**config.mk**
```make
export PLATFORM = sky130hd
export DESIGN_NAME = lake_config_sequencer
export DESIGN_NICKNAME = d
export VERILOG_FILES = /design/src/rtl/lake_config_sequencer.sv
export SDC_FILE = /design/constraint.sdc
export NUM_CORES = 2
export LEC_CHECK = 0
export ABC_AREA = 1
export BUFFER_PORTS_ARGS = -buffer_cell sky130_fd_sc_hd__buf_2
export CAP_MARGIN = 20
export CORE_ASPECT_RATIO = 0.8
export CORE_UTILIZATION = 34
export DETAILED_ROUTE_END_ITERATION = 10
export GPL_TIMING_DRIVEN = 0
export PLACE_DENSITY = 0.65
export RECOVER_POWER = 100
export SYNTH_ARGS = -nofsm -noshare
export SYNTH_HDL_FRONTEND = slang
export SYNTH_SLANG_ARGS = --single-unit
```
**constraint.sdc**
```tcl
create_clock -name clk -period 2.3 [get_ports clk]
set_clock_uncertainty 0.1 [all_clocks]
set_input_delay 0.46 -clock clk [delete_from_list [all_inputs] [get_ports clk]]
set_output_delay 0.46 -clock clk [all_outputs]
set_load 0.01 [all_outputs]
```
**src/rtl/lake_config_sequencer.sv**
```systemverilog
// Configuration and run sequencer for a lakespec memory instance.
// Config words land in a shadow register and are committed atomically to
// config_memory. A commit then drives the flush/stall bring-up and counts
// run cycles up to a programmed limit.
module lake_config_sequencer #(
    parameter int CONFIG_MEMORY_SIZE = 512,
    parameter int CFG_WIDTH          = 32,
    parameter int FLUSH_CYCLES       = 4,
    localparam int NUM_WORDS = (CONFIG_MEMORY_SIZE + CFG_WIDTH - 1) / CFG_WIDTH
) (
    input  logic                          clk,
    input  logic                          rst,
    input  logic                          config_write,
    input  logic                          config_read,
    input  logic [31:0]                   config_addr,
    input  logic [CFG_WIDTH-1:0]          config_data,
    output logic [CFG_WIDTH-1:0]          config_rdata,
    output logic                          config_rvalid,
    input  logic                          commit,
    input  logic                          abort,
    input  logic [31:0]                   run_cycles,
    output logic [CONFIG_MEMORY_SIZE-1:0] config_memory,
    output logic                          flush,
    output logic                          stall,
    output logic                          done,
    output logic                          err,
    output logic [63:0]                   cycle_count
);

    localparam int SHADOW_W  = NUM_WORDS * CFG_WIDTH;
    localparam int LAST_BITS = CONFIG_MEMORY_SIZE - CFG_WIDTH * (NUM_WORDS - 1);
    // Bits of the last word that exist in config_memory; the rest stay 0
    // in the shadow so reads of dropped bits return 0.
    localparam logic [CFG_WIDTH-1:0] LAST_MASK = {CFG_WIDTH{1'b1}} >> (CFG_WIDTH - LAST_BITS);
    localparam int FCW = (FLUSH_CYCLES > 1) ? $clog2(FLUSH_CYCLES) : 1;
    localparam logic [FCW-1:0] FLUSH_LAST = FCW'(FLUSH_CYCLES - 1);

    typedef enum logic [1:0] {IDLE, FLUSH, RUN, DONE} state_t;

    state_t                          state, state_next;
    logic [SHADOW_W-1:0]             shadow, shadow_next;
    logic [CONFIG_MEMORY_SIZE-1:0]   config_memory_next;
    logic                            flush_next, stall_next, done_next, err_next;
    logic [63:0]                     cycle_count_next;
    logic [CFG_WIDTH-1:0]            config_rdata_next;
    logic                            config_rvalid_next;
    logic [FCW-1:0]                  flush_cnt, flush_cnt_next;
    logic [31:0]                     run_limit, run_limit_next;
    logic                            write_allowed, addr_in_range;

    // Next-state, shadow update, read path and error tracking.
    always_comb begin
        state_next         = state;
        shadow_next        = shadow;
        config_memory_next = config_memory;
        flush_next         = flush;
        stall_next         = stall;
        done_next          = done;
        err_next           = err;
        cycle_count_next   = cycle_count;
        config_rdata_next  = config_rdata;
        config_rvalid_next = config_read;
        flush_cnt_next     = flush_cnt;
        run_limit_next     = run_limit;

        write_allowed = (state == IDLE) || (state == DONE);
        addr_in_range = config_addr < 32'(NUM_WORDS);

        for (int w = 0; w < NUM_WORDS; w++) begin
            if (config_write && write_allowed && config_addr == 32'(w)) begin
                shadow_next[w*CFG_WIDTH +: CFG_WIDTH] =
                    config_data & ((w == NUM_WORDS - 1) ? LAST_MASK : {CFG_WIDTH{1'b1}});
            end
        end

        if (config_read) begin
            config_rdata_next = '0;
            for (int w = 0; w < NUM_WORDS; w++) begin
                if (config_addr == 32'(w)) begin
                    config_rdata_next = shadow[w*CFG_WIDTH +: CFG_WIDTH];
                end
            end
        end

        case (state)
            IDLE, DONE: begin
                if (state == DONE && abort) begin
                    state_next = IDLE;
                    flush_next = 1'b0;
                    stall_next = 1'b1;
                    done_next  = 1'b0;
                end else if (commit) begin
                    config_memory_next = shadow_next[CONFIG_MEMORY_SIZE-1:0];
                    err_next           = 1'b0;
                    cycle_count_next   = '0;
                    done_next          = 1'b0;
                    flush_next         = 1'b1;
                    stall_next         = 1'b1;
                    flush_cnt_next     = '0;
                    run_limit_next     = run_cycles;
                    state_next         = FLUSH;
                end
            end
            FLUSH: begin
                if (abort) begin
                    state_next = IDLE;
                    flush_next = 1'b0;
                    stall_next = 1'b1;
                    done_next  = 1'b0;
                end else if (flush_cnt == FLUSH_LAST) begin
                    flush_next = 1'b0;
                    stall_next = 1'b0;
                    state_next = RUN;
                end else begin
                    flush_cnt_next = flush_cnt + 1'b1;
                end
            end
            RUN: begin
                if (abort) begin
                    state_next = IDLE;
                    flush_next = 1'b0;
                    stall_next = 1'b1;
                    done_next  = 1'b0;
                end else begin
                    cycle_count_next = cycle_count + 64'd1;
                    if (run_limit != 32'd0 && cycle_count + 64'd1 == {32'd0, run_limit}) begin
                        stall_next = 1'b1;
                        done_next  = 1'b1;
                        state_next = DONE;
                    end
                end
            end
            default: state_next = IDLE;
        endcase

        if ((config_write && (!write_allowed || !addr_in_range)) ||
            (config_read && !addr_in_range)) begin
            err_next = 1'b1;
        end
    end

    // State and output registers, all cleared by synchronous reset.
    always_ff @(posedge clk) begin
        if (rst) begin
            state         <= IDLE;
            shadow        <= '0;
            config_memory <= '0;
            flush         <= 1'b0;
            stall         <= 1'b1;
            done          <= 1'b0;
            err           <= 1'b0;
            cycle_count   <= '0;
            config_rdata  <= '0;
            config_rvalid <= 1'b0;
            flush_cnt     <= '0;
            run_limit     <= '0;
        end else begin
            state         <= state_next;
            shadow        <= shadow_next;
            config_memory <= config_memory_next;
            flush         <= flush_next;
            stall         <= stall_next;
            done          <= done_next;
            err           <= err_next;
            cycle_count   <= cycle_count_next;
            config_rdata  <= config_rdata_next;
            config_rvalid <= config_rvalid_next;
            flush_cnt     <= flush_cnt_next;
            run_limit     <= run_limit_next;
        end
    end

endmodule
```
==> results by group <==
Run
  – Max Cap Viol: 0

Timing
  – RSZ-0062 raised after global routing: true
  – Fmax: 344.7 MHz
  – Setup ws final: -601.0 ps
  – Tmin final: 2901 ps
  – Worst-margin pin slew: about 1300 ps
  – Min Hold Slack: 11.74 ps
  – Final max-slew violation count: 0
  – Final setup viols: 213
  – Final period util: 1.261
  – Hold Vio Cnt, Final: 0
  – Max-slew headroom: 0.1423

Final layout
  – Number of fill cells in the layout: between 10000 and 15000
  – Share of layout cells above drive strength 1: 0.1914
  – Final net count: 8295
  – Post-layout util: 0.4565
  – Finished Cell Area: 66250 um2
  – Syn-to-layout area delta: 33.42%
  – Commonest cells after routing, fill and taps aside: nand2_1 (1536), inv_1 (1127), dfxtp_1 (1111)
  – Most common library cell in the layout ignoring fill and taps: nand2_1

Worst setup path
  – Endpoint type of the worst setup path: flip-flop
  – Worst Path Arrival: 3470 ps
  – Worst Path Required: 2870 ps
  – Worst reg-to-reg setup slack: -600 ps
  – Crit-path max FO: 5
  – Crit start category: flip-flop
  – Critical path class: reg -> reg

Route
  – WL per Instance: ~24 um
  – Drt pass-1 iters: 6
  – DRC Markers: 0
  – Post-Route WL: 243300 um
  – DR vias: 53020
  – Detailed Route Iter0 Violations: between 6000 and 7000
  – Post-DRT Antenna Nets: 0
  – Via/cell ratio: 5.199

Place
  – Routability Congestion: 1.003
  – Pre-CTS setup slack: -1981 ps
  – Hpwl dp: 189900 um
  – Placed cell area: 55970 um2
  – I/O Buffers: 710

CTS
  – Sinks on Clock Net: ~1200
  – Clock Tree Buf Depth: 3
  – Number of buffers created by CTS: 120
  – Root Buffer: clkbuf_16
  – Clk_lat worst skew: just under 800 ps
  – Max H-tree Level: 3
  – Clock transition at path regs: 60 ps
  – CTS tree: built

Die
  – Core ar.: 145100 um2
  – Starting density of the core: 0.3421
  – Die H: between 300 and 400 um
  – IO Pins: 715
  – Die X-Extent: 429.3 um
  – Site row count: 125
  – Die Area: 147600 um2

Power
  – Leak pwr: 29.69 nW
  – Power density over the cells: 991.5 nW/um2
  – Power Total: between 0.06 and 0.07 W
  – Peak VDD IR: 0.0006121 V

Logic synthesis
  – Yosys reg bits: 1161
  – Post-synth EDFFs: 0
  – Synth warnings: 0
  – Top FF cell, synth: dfxtp_1
  – Syn Std Cell Area: 49660 um2
  – Mapped Cells: 7096
  – Area leader, netlist: dfxtp_1
  – Synth Area per Inst: 6.998 um2
  – Post-synth top area share: 0.4681
  – Post-Synthesis Net Count: 7203
  – Async SR Flop Fraction: 0
  – Unique masters post-synth: 40
  – Sequential share of the synthesized area: 0.4681
  – Synth area leaders: dfxtp_1 (47%), nand2_1 (12%), inv_1 (8.7%), o211ai_1 (7.7%), nor2_1 (7.4%)

Status
  – Failing checks: negative setup slack
  – Status: finished with violations

GRT
  – Grt ovf: 0
  – Initial antenna violation count: 24
  – Vias in the first global route: 47940
  – Largest net degree at the start of global routing: 18
  – GRT Util Overall: 0.3093
  – First-pass GRT wire length: 331800 um

Min path
  – Hold Crit Class: in -> reg
-- per-layer routing --
metal / part of all wire / up-vias / wire [um] / track usage
met2: 0.42 / 2649 / 102500 / 0.4643
li1: - / 24610 / - / -
met1: 0.42 / 25190 / 101400 / 0.4029
met3: 0.092 / 572 / 22410 / 0.07668
met5: 0.00085 / - / 207 / 0
met4: 0.069 / 4 / 16790 / 0.1802
-- stage by stage --
stage | instances | TNS [ps]
global placement | 9711 | -1643090
CTS | 10090 | -19560
finish | 10200 | -17620
detailed placement | 9728 | -1428410
global route | 10200 | -25380
floorplan | 7096 | -983.2
-- layout make-up --
cell class | instances | area, um2 | area share
clock inverters | 51 | 625.6 | 0.009443
diodes | 4 | 10.01 | 0.0001511
clock buffers | 173 | 3525 | 0.05320
plain buffers | 458 | 3299 | 0.04980
repair buffers | 970 | 6092 | 0.09196
multi-input cells | 4315 | 22540 | 0.3403
inverters | 1162 | 4410 | 0.06657
flip-flops and latches | 1161 | 23360 | 0.3526
well taps | 1905 | 2384 | 0.03598
-- registers in the layout, summed over array words and instances, names as in the netlist --
name / cells
config_rvalid: 1
shadow: 512
config_rdata: 32
cycle_count: 64
state: 2
err: 1
flush: 1
run_limit: 32
flush_cnt: 2
done: 1
stall: 1
config_memory: 512
-- Yosys cell counts (2+ instances only) --
cell	number
dfxtp_1	1161
clkbuf_1	393
nand2_2	7
a2bb2oi_1	7
a22oi_1	2
o211ai_1	512
nand4_1	178
inv_2	7
nand2_1	1636
nor2_1	980
or2_2	4
nand3b_1	4
ha_1	5
nand3_1	189
nor4_4	3
inv_1	1151
nor3_2	12
buf_1	33
nor2_2	9
a21oi_1	257
nand3_2	2
nor2_4	5
o21ai_0	419
clkinv_1	4
xor2_1	27
buf_2	34
buf_4	2
nor3_1	31
xnor2_1	11
-- logic make-up (layout without fill, tap and decap cells) --
kind of cell	count (synthesis)	after routing	share of synthesized area
xor+xnor	39	39	0.007156
fa+ha+maj	5	5	0.001260
other cells	0	4	0
simple gates	3065	3069	0.2519
flops	1161	1161	0.4681
compound gates	1202	1202	0.1478
buf+inv	1624	2814	0.1238
-- power by group --
part | total, W | internal [W] | leakage, nW | switching (W)
Sequential | 0.0256 | 0.0232 | 9.48 | 0.00236
Combinational | 0.0193 | 0.00639 | 18.2 | 0.0129
Clock | 0.0208 | 0.0119 | 2.04 | 0.00894
Total | 0.0657 | 0.0415 | 29.7 | 0.0242
-- critical path, stage by stage (launching register included) --
cell,delay [ps]
dfxtp_2,340
buf_6,140
nand2_4,60
nor2_4,220
nand2_8,110
nor2_4,160
inv_4,60
buf_12,130
o21bai_2,180
nand3_1,90
nand2_1,70
nand4_1,270
nor2_1,240
nand3_2,130
o21bai_4,230
nand3_1,170
a21oi_1,150
-- worst paths after layout --
| check | from | end | depth (start not counted) |
|---|---|---|---|
| worst max-delay path | cycle_count[3]$_SDFFE_PP0P_ | done$_SDFFE_PP0P_ | 16 |
| worst min-delay path | config_data[26] | shadow[410]$_SDFF_PP0_ | 3 |
| worst max register to register | cycle_count[3]$_SDFFE_PP0P_ | done$_SDFFE_PP0P_ | 16 |
| worst min register to register | done$_SDFFE_PP0P_ | done$_SDFFE_PP0P_ | 2 |
-- repair_timing --
| action | CTS | global route |
|---|---|---|
| cloned | 7 | 17 |
| hold buffers | 60 | 0 |
| setup endpoints to repair | 1157 | 697 |
| pin swaps | 89 | 223 |
| gates resized for setup | 663 | 851 |
| endpoints found under the hold margin | 97 | 0 |
| buffers inserted | 68 | 93 |
(Power assumes the default switching activity.)
